## src/rtl/mem_request_arbiter.sv

```systemverilog
// Shares one memory port between instruction fetch and data load/store.
// A data access goes first, then the fetch, then a one-cycle RELEASE
// lets the core advance. Misaligned data accesses skip the bus entirely.
// A bus access with no mem_ready within TIMEOUT_CYC cycles is abandoned
// and raises the sticky bus_err flag.
module mem_request_arbiter #(
  parameter int unsigned ADDR_W      = 32,
  parameter int unsigned TIMEOUT_CYC = 16
) (
  input  logic              CLK,
  input  logic              nRST,
  input  logic              imemRen,
  input  logic [ADDR_W-1:0] imemaddr,
  input  logic              dmmRen,
  input  logic              dmmWen,
  input  logic [1:0]        dmm_size,
  input  logic              dmm_unsigned,
  input  logic [ADDR_W-1:0] dmmaddr,
  input  logic [31:0]       dmmstore,
  output logic [31:0]       imemload,
  output logic [31:0]       dmmload,
  output logic              stall,
  output logic              misalign,
  output logic              bus_err,
  output logic              mem_ren,
  output logic              mem_wen,
  output logic [ADDR_W-1:0] mem_addr,
  output logic [31:0]       mem_wdata,
  output logic [3:0]        mem_be,
  input  logic [31:0]       mem_rdata,
  input  logic              mem_ready
);

  typedef enum logic [1:0] {IDLE, DREQ, IREQ, RELEASE} state_t;

  localparam logic [7:0]        TO_LAST   = 8'(TIMEOUT_CYC - 1);
  localparam logic [ADDR_W-1:0] WORD_MASK = ~ADDR_W'(3);

  state_t            state;
  logic              d_done;
  logic [7:0]        tcnt;

  logic              data_req;
  logic              is_load;
  logic              misaligned;
  logic              timeout_hit;
  logic [ADDR_W-1:0] dword_addr;
  logic [ADDR_W-1:0] iword_addr;
  logic [3:0]        store_be;
  logic [31:0]       store_data;
  logic [31:0]       shifted;
  logic [31:0]       load_value;

  assign data_req    = dmmRen | dmmWen;
  assign is_load     = dmmRen & ~dmmWen;
  assign timeout_hit = (tcnt == TO_LAST);
  assign dword_addr  = dmmaddr & WORD_MASK;
  assign iword_addr  = imemaddr & WORD_MASK;

  // Request decode: alignment check, store lane steering, load extraction
  always_comb begin
    misaligned = 1'b0;
    store_be   = 4'b1111;
    store_data = dmmstore;
    shifted    = mem_rdata >> {dmmaddr[1:0], 3'b000};
    load_value = shifted;
    case (dmm_size)
      2'b00: begin
        store_be   = 4'b0001 << dmmaddr[1:0];
        store_data = {4{dmmstore[7:0]}};
        load_value = {{24{~dmm_unsigned & shifted[7]}}, shifted[7:0]};
      end
      2'b01: begin
        misaligned = dmmaddr[0];
        store_be   = 4'b0011 << {dmmaddr[1], 1'b0};
        store_data = {2{dmmstore[15:0]}};
        load_value = {{16{~dmm_unsigned & shifted[15]}}, shifted[15:0]};
      end
      default: misaligned = (dmmaddr[1:0] != 2'b00);
    endcase
  end

  // Stall the core whenever an access is in flight or about to start
  always_comb begin
    stall = 1'b0;
    case (state)
      DREQ, IREQ: stall = 1'b1;
      IDLE:       stall = imemRen | data_req;
      default:    stall = 1'b0;
    endcase
  end

  // Arbitration FSM with registered port strobes and result capture
  always_ff @(posedge CLK or negedge nRST) begin
    if (!nRST) begin
      state     <= IDLE;
      d_done    <= 1'b0;
      tcnt      <= '0;
      mem_ren   <= 1'b0;
      mem_wen   <= 1'b0;
      mem_be    <= '0;
      mem_addr  <= '0;
      mem_wdata <= '0;
      imemload  <= '0;
      dmmload   <= '0;
      misalign  <= 1'b0;
      bus_err   <= 1'b0;
    end else begin
      misalign <= 1'b0;
      case (state)
        IDLE: begin
          if (data_req && !d_done) begin
            if (misaligned) begin
              state    <= RELEASE;
              misalign <= 1'b1;
            end else begin
              state     <= DREQ;
              tcnt      <= '0;
              mem_ren   <= is_load;
              mem_wen   <= dmmWen;
              mem_addr  <= dword_addr;
              mem_be    <= dmmWen ? store_be : 4'b1111;
              mem_wdata <= dmmWen ? store_data : '0;
            end
          end else if (imemRen || data_req) begin
            state     <= IREQ;
            tcnt      <= '0;
            mem_ren   <= 1'b1;
            mem_wen   <= 1'b0;
            mem_addr  <= iword_addr;
            mem_be    <= 4'b1111;
            mem_wdata <= '0;
          end
        end
        DREQ: begin
          if (mem_ready) begin
            if (is_load) dmmload <= load_value;
            d_done <= 1'b1;
            if (imemRen) begin
              state     <= IREQ;
              tcnt      <= '0;
              mem_ren   <= 1'b1;
              mem_wen   <= 1'b0;
              mem_addr  <= iword_addr;
              mem_be    <= 4'b1111;
              mem_wdata <= '0;
            end else begin
              state   <= RELEASE;
              mem_ren <= 1'b0;
              mem_wen <= 1'b0;
            end
          end else if (timeout_hit) begin
            bus_err <= 1'b1;
            if (is_load) dmmload <= '0;
            state   <= RELEASE;
            mem_ren <= 1'b0;
            mem_wen <= 1'b0;
          end else begin
            tcnt <= tcnt + 8'd1;
          end
        end
        IREQ: begin
          if (mem_ready) begin
            imemload <= mem_rdata;
            state    <= RELEASE;
            mem_ren  <= 1'b0;
          end else if (timeout_hit) begin
            bus_err  <= 1'b1;
            imemload <= '0;
            state    <= RELEASE;
            mem_ren  <= 1'b0;
          end else begin
            tcnt <= tcnt + 8'd1;
          end
        end
        default: begin
          d_done <= 1'b0;
          state  <= IDLE;
        end
      endcase
    end
  end

endmodule

```

## config.mk

```make
export PLATFORM = sky130hd
export DESIGN_NAME = mem_request_arbiter
export DESIGN_NICKNAME = d
export VERILOG_FILES = /design/src/rtl/mem_request_arbiter.sv
export SDC_FILE = /design/constraint.sdc
export NUM_CORES = 1
export LEC_CHECK = 0
export CAP_MARGIN = 40
export CORE_AREA = 3 3 172 174
export DETAILED_ROUTE_END_ITERATION = 10
export DIE_AREA = 0 0 175 177
export GPL_ROUTABILITY_DRIVEN = 0
export GPL_TIMING_DRIVEN = 0
export SYNTH_ARGS = -nofsm -noshare
export SYNTH_HDL_FRONTEND = slang
export SYNTH_SLANG_ARGS = --single-unit
```

## constraint.sdc

```tcl
create_clock -name CLK -period 3.6 [get_ports CLK]
set_input_delay 0.72 -clock CLK [delete_from_list [all_inputs] [get_ports CLK]]
set_output_delay 0.72 -clock CLK [all_outputs]
set_load 0.05 [all_outputs]
```

==> After elaboration in Yosys (flattened, before gate mapping) <==
Index checks and enable logic that the tools add are counted.
{ "op_classes": {"addsub": 1, "eq_ne": 11, "shift": 3, "mux": 66, "n_bitwise": 9, "reduce_logical": 19} }
{ "ops": {"columns": ["operator", "count"], "rows": [
  ["2-to-1 mux 32 bit", 17],
  ["one-hot mux 32 bit (2 select lines)", 4],
  ["2-to-1 mux 8 bit", 7],
  ["right shift 32 x 5 -> 32 bit", 1],
  ["2-to-1 mux 4 bit", 6],
  ["one-hot mux 8 bit (3 select lines)", 1],
  ["2-to-1 mux 1 bit", 17],
  ["one-hot mux 4 bit (2 select lines)", 2],
  ["2-to-1 mux 2 bit", 6],
  ["inequality test 3 bit, second input constant", 4],
  ["AND reduction 5 bit", 2],
  ["AND reduction 3 bit", 3],
  ["adder 8 x 1 -> 8 bit, second input constant", 1],
  ["== test 8 x 4 -> 1 bit, second input constant", 1],
  ["one-hot mux 1 bit (2 select lines)", 4],
  ["inequality test 2 bit, second input constant", 3],
  ["one-hot mux 2 bit (3 select lines)", 1],
  ["nonzero test 2 bit", 3],
  ["== test 2 x 1 -> 1 bit, second input constant", 2],
  ["logical NOT 2 bit", 2],
  ["inverter 1 bit", 4],
  ["AND reduction 2 bit", 2],
  ["AND reduction 4 bit", 1],
  ["OR reduction 2 bit", 2],
  ["10 further kinds", 13]
]} }
{ "word_totals": {"ff_bits": 147, "inputBits": 137, "out_inout_bits": 137, "word_cells": 121} }

==> Depth between registers and ports, before layout <==
Gate-level depths: netlist (run 1).
{ "depth": {"depth_word": 6, "mapped_depth": 10, "mapped_depth_nobuf": 7} }

==> Worst setup path after synthesis (run 1) <==
No wires, ideal clock.
{ "synth_timing": {"path_type": "register to output", "from": "register state[1]", "to": "output stall", "arrival_ns": 1.512, "required_ns": 2.880, "slack_ns": 1.368, "path_stages_with_launch": 5, "n_path_buf": 0, "path_cell_list": "dfrtp_1 > inv_1 > ha_1 > a21oi_1 > nor2_1"} }
{ "synth_via": {"elab_chain_cells": 3, "elab_cells_between_ends": 5, "cone_classes": "eq/ne (2); mux (1); reduce/logical (2)"} }
{ "synth_lines": {"columns": ["element", "line", "rtl"], "rows": [
  ["start: declaration", "39", "state_t state;"],
  ["start signal: assignment", "96", "state <= IDLE;"],
  ["start signal: assignment", "114", "state <= RELEASE;"],
  ["start signal: assignment", "117", "state <= DREQ;"],
  ["== test 2 bit or == test 2 x 1 -> 1 bit (tied branches)", "86", "case (state)"],
  ["OR reduction 2 bit (no source line)", null, null],
  ["one-hot mux 1 bit (2 select lines) *", "86", null],
  ["end: declaration", "22", "output logic stall,"]
]} }
Every way passes the cells marked *; elsewhere a longest branch is shown, timed or not.

==> Final worst setup path (run 1) <==
{ "layout_timing": {"from": "input dmmWen", "to": "output stall"} }
{ "layout_via": {"elab_chain_cells": 3} }
{ "layout_lines": {"columns": ["element", "line", "rtl"], "rows": [
  ["start: declaration", "15", "input logic dmmWen,"],
  ["OR 1 bit", "54", "assign data_req = dmmRen | dmmWen;"],
  ["OR 1 bit", "88", "IDLE: stall = imemRen | data_req;"],
  ["one-hot mux 1 bit (2 select lines)", "86", null]
]} }
No other way between the ends.

==> results of run 1 <==
synth_stat cells, drive strengths merged:
cell type	count
nor4	3
a31oi	4
clkbuf	20
nor3b	5
o21a	2
a311oi	1
nand2	100
nor2	32
buf	32
nor2b	11
o21ai	57
a22o	33
o31ai	28
inv	7
and3	3
a31o	1
or3	2
or4b	1
mux2i	64
a221oi	1
nand4	1
o2bb2ai	1
or2	2
o41ai	8
and2	2
o211ai	4
a221o	16
o32ai	1
nor3	3
a21oi	26
conb	1
dfrtp	145
ha	6
clkinv	2
o21bai	3
mux2	10
nand3	13
mux4	1
and4	1
nand2b	1
a211oi	7
o22a	2
a211o	1
layer usage:
layer	share of wire [%]	routed length, um	track usage [%]	up-vias
met5	0	0	0	-
met4	1.3	354	4.289	0
met3	8.2	2162	6.027	20
met2	47	12310	27.36	243
met1	44	11550	21.65	3058
li1	-	-	-	2995
worst max path at each step:
stage	to	depth (start not counted)	slack [ps]	start
global placement	imemload[17]	1	-4470	nRST
finish	stall	5	360	dmmWen
floorplan	stall	4	1370	state[1]
global route	stall	5	270	dmmWen
detailed placement	mem_addr[4]	6	360	dmmWen
CTS	stall	5	360	dmmWen
registers in the layout, summed over array words and instances (netlist names), 2 cells and up:
signal / cells
state: 2
mem_be: 4
imemload: 32
tcnt: 8
dmmload: 32
mem_wdata: 32
mem_addr: 30
cells by family (layout without fill, tap and decap cells):
family	count (synthesis)	count (layout)	share of synthesized area [%]
buffers and inverters	61	361	4.430
DFF	145	145	51.80
AOI/OAI and AO/OA	196	196	19.79
adders and majority gates	6	6	1.072
and+or+nand+nor	180	180	11.77
muxes	75	75	11.08
other	1	2	0.05354
through the flow:
| step | cells | worst slack [ps] |
|---|---|---|
| final | 1343 | 362.3 |
| after global routing | 1343 | 274.9 |
| after CTS | 1343 | 363.3 |
| after detailed placement | 1311 | 356.6 |
| after global placement | 1310 | -4475 |
| after floorplan | 665 | 1368 |
power by group through the flow:
| stage | registers (uW) | logic (uW) | clock network (uW) |
|---|---|---|---|
| floorplan | 4710 | 1730 | 0 |
| global placement | 2660 | 5900 | 0 |
| detailed placement | 2660 | 5940 | 0 |
| CTS | 2640 | 5950 | 1940 |
| global route | 2720 | 6250 | 2010 |
| finish | 2640 | 5870 | 1890 |
worst max-delay path, stage by stage:
cell	delay [ps]
clkdlybuf4s50_1	540
or3_1	360
a21oi_1	140
nor2_1	50
clkdlybuf4s50_1	700
final cells by class:
type                    count  area, sq um
clock inverters            15        188.9
repair buffers            268         2701
multi-input cells         459         3069
inverters                   9        33.78
well taps                 378        473.0
flip-flops and latches    145         3628
clock buffers              17        425.4
fillers                  2786        17140
plain buffers              52        276.5
==> summary.md, run 1 <==
| Metric | Value |
|---|---|
| Fin Setup TNS | `0 ps` |
| Overall power | `10400 uW` |
| Reg-to-Reg Start | `state[1]` |
| RSZ-0062 raised after global routing | `false` |
| Sw Pwr | `5061 uW` |
| WL per Instance | `19.64 um` |
| Outcome | `finished clean` |
| Slew @ Worst Pin | `844.2 ps` |
| Maximum vdd drop | `0.6001 mV` |
| Internal | `5341 uW` |
| Fraction of layout cells with a size suffix above 1 | `8.601%` |
| CP Launch Type | `primary input` |
| R2r setup slk | `1030 ps` |
| Chip width | `175 um` |
| Leakage | `0.004603 uW` |
| Drt drc | `0` |
| Crit Path Class | `primary input to output pin` |
| Die height | `177 um` |
| Cell taking the most area after synthesis | `dfrtp_1` |
| Core area | `27930 sq um` |
| Mapped Cells | `664` |
| Synthesis Warnings | `0` |
| Placed Area | `10180 sq um` |
| CTS tree | `yes` |
| Grt total ovfl | `0` |
| Mapped Avg Cell Area | `10.55 sq um` |
| Vias in the first global route | `6620` |
| Initial Utilization | `25.07%` |
| Final Hold Viols | `0` |
| GRT Total Usage | `16.92%` |
| Post-synth top area share | `51.80%` |
| CTS root buffer | `clkbuf_16` |
| Fin crit period | `3238 ps` |
| Largest cells by area after synthesis | `dfrtp_1 52%, mux2i_1 9.1%, nand2_1 5.4%, a22o_1 4.1%, o21ai_0 3.4%` |
| H-tree Lvls | `4` |
| Pwr Density | `963.4 nW/um^2` |
| TritonCTS sink count | `145` |
| Detailed Routing Iterations Pass 1 | `5` |
| Crit. End Element | `output pin` |
| Cell area after synthesis | `7004 sq um` |
| DIE AREA | `30980 sq um` |
| Nets | `1095` |
| Clk pin slew, worst setup/hold paths | `70 ps` |
| Clock buffer depth | `2` |
| Worst-path fanout max | `7` |
| I/O pins | `274` |
| Routed Antenna Nets | `0` |
| Relative slew slack | `43.72%` |
| Worst EP required | `2880 ps` |
| Routed WL | `26380 um` |
| Tcrit/Tclk final | `89.94%` |
| Max-Cap Viols | `0` |
| R2R Path End | `mem_addr[4]` |
| Endpoints failing setup | `0` |
| Area Growth Syn to Fin | `54.14%` |
| Yosys reg bits | `145` |
| Worst Hold Class | `primary input to asynchronous set/reset pin` |
| Design Area, Final | `10800 sq um` |
| Final hold slack | `268.8 ps` |
| Clock power frac | `18.2%` |
| Unique masters post-synth | `56` |
| Length in cells of the worst reg-to-reg path | `7` |
| Commonest non-fill, non-tap cell in the layout | `clkdlybuf4s50_1` |
| Most frequent cells in the layout | `266 x clkdlybuf4s50_1, 145 x dfrtp_1, 100 x nand2_1` |
| Max-slew violation count | `0` |
| Cts repair resizes | `0` |
| Initial DRC count | `362` |
| Sw frac | `48.65%` |
| Via Count | `6316` |
| HPWL Detailed | `20140 um` |
| Hold buffers post-CTS | `0` |
| Row count | `61` |
| Sequential Power Share | `25.4%` |
| I/O Buffers | `267` |
| CTS buffer count | `17` |
| Worst-Skew Late Latency | `430 ps` |
| Initial antenna violation count | `0` |
| Max frequency | `0.3089 GHz` |
| Total setup buffers inserted after CTS | `0` |
| Comb power frac | `56.4%` |
| Largest net degree at the start of global routing | `90` |
| CP arrival | `2520 ps` |
| Routed vias/inst | `4.703` |
| Post-route clock skew | `9.296 ps` |
| Seq/Total Area, Yosys | `51.80%` |
| Final core utilization | `38.65%` |
| Global-route wire length before repair | `40440 um` |
| Diodes inserted | `0` |
Power figures use the tool's default switching activity.
==> inputs of run 2 (changes only) <==
==> constraint.sdc (replaced) <==
create_clock -name CLK -period 2.8 [get_ports CLK]
set_input_delay 0.56 -clock CLK [delete_from_list [all_inputs] [get_ports CLK]]
set_output_delay 0.56 -clock CLK [all_outputs]
set_load 0.05 [all_outputs]
==> run 2 against run 1 <==
  * Die area is the same
  * Setup slack lost 200 ps
  * Final cell count is the same
  * Hold slack lost 160 ps
  * Sequential power grew 28%
  * Global-route usage is the same
  * Flip-flop and latch count is the same
  * Clock power grew 29%
  * Critical path type unchanged
  * Critical endpoint unchanged
  * Largest cell class unchanged
  * Largest power group unchanged
==> summary.md, run 2 (synthesis gave the netlist of run 1 again) <==
| Metric | Value |
|---|---|
| Chip width | `175 um` |
| Clock buffer depth | `2` |
| Max-slew violation count | `0` |
| Detailed Routing Iterations Pass 1 | `5` |
| Worst-path fanout max | `7` |
| Length in cells of the worst reg-to-reg path | `7` |
| Die height | `177 um` |
| Via Count | `6316` |
| Core area | `27930 sq um` |
| Leakage | `0.004607 uW` |
| Maximum vdd drop | `0.7716 mV` |
| Max frequency | `0.3790 GHz` |
| Commonest non-fill, non-tap cell in the layout | `clkdlybuf4s50_1` |
| Initial antenna violation count | `0` |
| DIE AREA | `30980 sq um` |
| H-tree Lvls | `4` |
| Slowest CP cell | `clkdlybuf4s50_1` |
| GRT Total Usage | `16.92%` |
| Grt met3 use | `6.027%` |
| CP arrival | `2080 ps` |
| Post-route clock skew | `9.296 ps` |
| Met1 usage | `21.65%` |
| Most Crowded Layer GR | `met2` |
| RSZ-0062 raised after global routing | `false` |
| Fin Setup TNS | `0 ps` |
| Grt total ovfl | `0` |
| Routed WL | `26380 um` |
| TritonCTS sink count | `145` |
| HPWL Detailed | `20140 um` |
| I/O Buffers | `267` |
| Drt drc | `0` |
| Final core utilization | `38.65%` |
| Endpoints failing setup | `0` |
| CTS tree | `yes` |
| Crit. End Element | `output pin` |
| Largest net degree at the start of global routing | `90` |
| Total setup buffers inserted after CTS | `0` |
| Final Hold Viols | `0` |
| Initial Utilization | `25.07%` |
| Clk pin slew, worst setup/hold paths | `70 ps` |
| CTS root buffer | `clkbuf_16` |
| Outcome | `finished clean` |
| Crit path largest cell delay | `540 ps` |
| Met2 usage | `27.36%` |
| WL per Instance | `19.64 um` |
| CP Launch Type | `primary input` |
| Worst Hold Class | `primary input to asynchronous set/reset pin` |
| Design Area, Final | `10800 sq um` |
| Top flop regs | `dmmload (32), imemload (32), mem_wdata (32)` |
| Routed vias/inst | `4.703` |
| Area Growth Syn to Fin | `54.14%` |
| Vias in the first global route | `6620` |
| Post-Layout Cell Count | `1343` |
| Row count | `61` |
| Pwr Density | `1238 nW/um^2` |
| Most frequent cells in the layout | `265 x clkdlybuf4s50_1, 145 x dfrtp_1, 100 x nand2_1` |
| Diodes inserted | `0` |
| I/O pins | `274` |
| Placed Area | `10180 sq um` |
| Max-Cap Viols | `0` |
| Worst EP required | `2240 ps` |
| Critical-path cell list | `clkdlybuf4s50_1 > or3_1 > a21oi_1 > nor2_1 > dlygate4sd2_1` |
| CTS buffer count | `17` |
| Nets | `1095` |
| Crit Path Class | `primary input to output pin` |
| Fraction of layout cells with a size suffix above 1 | `8.705%` |
| Routed Antenna Nets | `0` |
| Relative slew slack | `45.42%` |
| Cells after DPL | `1311` |
| Tcrit/Tclk final | `94.24%` |
| Fillers | `2789` |
| Slew @ Worst Pin | `818.6 ps` |
| Global-route wire length before repair | `40440 um` |
| Initial DRC count | `362` |
| Worst-Skew Late Latency | `430 ps` |
| Fin crit period | `2639 ps` |
run 2: where the power goes:
part	total (uW)	switching, uW	internal [uW]
sequential	3390	478	2920
clock	2430	1070	1360
combinational	7540	4960	2580
run 2: critical path: cells and delay by family:
family / cells / cell delay (ps)
compound gates: 1 / 140
buf+inv: 2 / 960
simple gates: 2 / 410
run 2: path summary, 6_finish.rpt:
kind,start,to,slack [ps]
max,dmmWen,stall,160
min,nRST,mem_wdata[8],110
max reg2reg,state[1],mem_addr[26],250
min reg2reg,mem_wdata[7],mem_wdata[7],480
max in group asynchronous,nRST,dmmload[0],1820
min in group CLK,mem_wdata[7],mem_wdata[7],480
run 2: metrics by stage:
step,worst slack [ps],total power (uW),hold WS (ps)
2_1_floorplan,692.3,8274,264.4
3_3_place_gp,-5115,11000,454.7
3_5_place_dp,-283.4,11050,462.6
4_1_cts,121.2,13540,109.6
5_1_grt,35.35,14110,127.6
6_report,161.2,13360,108.8
run 2: layout make-up:
class | count | area [sq um] | share of cell area [%]
clock buffer | 17 | 425.4 | 3.940
multi-input combinational | 459 | 3069 | 28.43
inverter | 9 | 33.78 | 0.3129
clock inverter | 15 | 188.9 | 1.750
sequential | 145 | 3628 | 33.61
buffer | 52 | 277.8 | 2.573
timing repair buffer | 268 | 2700 | 25.01
tap | 378 | 473.0 | 4.381
run 2: what timing repair did:
action | 4_1_cts | 5_1_grt
hold buffers | 0 | 0
resized for setup | 1 | 2
setup endpoints to repair | 1 | 4
pin swaps | 0 | 0
run 2: metal layers:
metal | vias up | wire length (um)
li1 | 2995 | -
met1 | 3058 | 11550
met2 | 243 | 12310
met3 | 20 | 2162
met4 | 0 | 354
met5 | - | 0
==> inputs of run 3 (changes only) <==
--- a/config.mk
+++ b/config.mk
@@ -6,9 +6,9 @@
 export NUM_CORES = 1
 export LEC_CHECK = 0
 export CAP_MARGIN = 40
-export CORE_AREA = 3 3 172 174
+export CORE_AREA = 2 2 171 173
 export DETAILED_ROUTE_END_ITERATION = 10
-export DIE_AREA = 0 0 175 177
+export DIE_AREA = 0 0 173 175
 export GPL_ROUTABILITY_DRIVEN = 0
 export GPL_TIMING_DRIVEN = 0
 export SYNTH_ARGS = -nofsm -noshare
==> run 3 against run 2 <==
  * Final cell count grew 0.45%
  * Setup slack lost 35 ps
  * Flip-flop and latch count is the same
  * Sequential share of layout area shrank 0.11 points
  * Power grew 0.59%
==> summary.md, run 3 (synthesis gave the netlist of run 1 again) <==
| Metric | Value |
|---|---|
| RSZ-0062 raised after global routing | `false` |
| Global-route wire length before repair | `39950 um` |
| Vias in the first global route | `6591` |
| CTS buffer count | `17` |
| Most frequent cells in the layout | `265 x clkdlybuf4s50_1, 145 x dfrtp_1, 100 x nand2_1` |
| Fin crit period | `2674 ps` |
| Placed Area | `10190 sq um` |
| Core area | `28390 sq um` |
| Routed WL | `25640 um` |
| Nets | `1095` |
| Routed Antenna Nets | `0` |
| Largest net degree at the start of global routing | `81` |
| Max-Cap Viols | `0` |
| Tcrit/Tclk final | `95.50%` |
| Initial antenna violation count | `0` |
| Via Count | `6318` |
| Register area | `3628 sq um` |
| Crit. End Element | `output pin` |
| I/O Buffers | `267` |
| WL per Instance | `19.01 um` |
| Die height | `175 um` |
| Clock buffer depth | `2` |
| CTS root buffer | `clkbuf_16` |
| Detailed Routing Iterations Pass 1 | `4` |
| Pwr Density | `1241 nW/um^2` |
| Worst-path fanout max | `7` |
| Chip width | `173 um` |
| Outcome | `finished clean` |
| Total setup buffers inserted after CTS | `0` |
| Fraction of layout cells with a size suffix above 1 | `8.808%` |
| Relative slew slack | `45.99%` |
| R2r setup slk | `240 ps` |
| Max frequency | `0.3740 GHz` |
| H-tree Lvls | `4` |
| Comb power frac | `56.1%` |
| CP arrival | `2110 ps` |
| Length in cells of the worst reg-to-reg path | `10` |
| Fillers | `2880` |
| Area of the multi-input gates | `3069 sq um` |
| Row count | `62` |
| Reg-to-Reg Start | `state[1]` |
| Post-route clock skew | `8.117 ps` |
| Diodes inserted | `0` |
| CP Launch Point | `dmmWen` |
| Sw Pwr | `6489 uW` |
| Routed vias/inst | `4.683` |
| Endpoints failing setup | `0` |
| Clk pin slew, worst setup/hold paths | `70 ps` |
| Maximum vdd drop | `0.6962 mV` |
| Sequential Power Share | `25.1%` |
| Leakage | `0.004625 uW` |
| Area Growth Syn to Fin | `54.66%` |
| Sw frac | `48.27%` |
| Final Hold Viols | `0` |
| GRT Total Usage | `17.02%` |
| DIE AREA | `30280 sq um` |
| HPWL Detailed | `19600 um` |
| Initial DRC count | `279` |
| TritonCTS sink count | `145` |
| Final core utilization | `38.15%` |
| Setup crit end | `stall` |
| Crit Path Class | `primary input to output pin` |
| Internal | `6954 uW` |
| I/O pins | `274` |
| Commonest non-fill, non-tap cell in the layout | `clkdlybuf4s50_1` |
| R2R Path End | `mem_wdata[10]` |
| Slew @ Worst Pin | `810.2 ps` |
| Grt total ovfl | `0` |
| CTS tree | `yes` |
| Top flop regs | `dmmload (32), imemload (32), mem_wdata (32)` |
| CP Launch Type | `primary input` |
| Clock power frac | `18.8%` |
| Worst Hold Class | `primary input to asynchronous set/reset pin` |
| Max-slew violation count | `0` |
| Worst-Skew Late Latency | `420 ps` |
| Fin Setup TNS | `0 ps` |
| Initial Utilization | `24.67%` |
| Drt drc | `0` |
| Worst EP required | `2240 ps` |
| Design Area, Final | `10830 sq um` |
-- run 3: cell count changes in the layout (fill, tap and decap cells not counted), sizes merged --
cell	change
inv	+1
clkinvlp	-1
clkinv	-1
dlygate4sd2	-1
clkdlybuf4s15	+1
bufinv	+1
-- run 3: power groups by stage --
stage / clock network [uW] / registers [uW] / logic, uW
finish: 2530 / 3380 / 7540
detailed placement: 0 / 3400 / 7620
global placement: 0 / 3400 / 7570
floorplan: 0 / 6050 / 2220
global route: 2690 / 3490 / 7980
CTS: 2600 / 3380 / 7610
-- run 3: repair_timing --
item | CTS | global route
resized for setup | 1 | 6
endpoints found under the setup margin | 1 | 14
hold buffers | 0 | 0
-- run 3: how the worst min path moves through the flow --
stage	endpoint	cells after the start
floorplan	bus_err	0
global placement	dmmload[4]	2
detailed placement	bus_err	1
CTS	mem_wdata[22]	1
global route	mem_wdata[22]	1
finish	mem_wdata[22]	1
-- run 3: cell type report --
cell class                 count  share of cell area [%]
clock inverter                15                   1.987
clock buffer                  17                   3.927
tap                          384                   4.435
buffer                        52                   2.576
multi-input combinational    459                   28.33
inverter                       9                  0.3119
sequential                   145                   33.50
timing repair buffer         268                   24.94
-- run 3: worst max-delay path: stages --
cell             delay [ps]
clkdlybuf4s50_1         540
or3_1                   360
a21oi_1                 140
nor2_1                   60
clkdlybuf4s15_1         450
-- run 3: metrics by stage --
step                      cells  hold WS (ps)  setup WS [ps]  power, uW
after floorplan             665         264.4          692.3       8274
after global placement     1316         455.2          -4950      10970
after detailed placement   1317         462.0         -333.9      11020
after CTS                  1349         140.1          57.77      13600
after global routing       1349         171.0          14.53      14160
final                      1349         115.9          126.0      13440
-- run 3: per-layer routing --
layer,vias up,wire (um),track usage (%)
met4,0,386,4.873
met5,-,0,0
met3,24,1865,5.135
met1,3076,11450,21.90
li1,2998,-,-
met2,220,11940,27.67
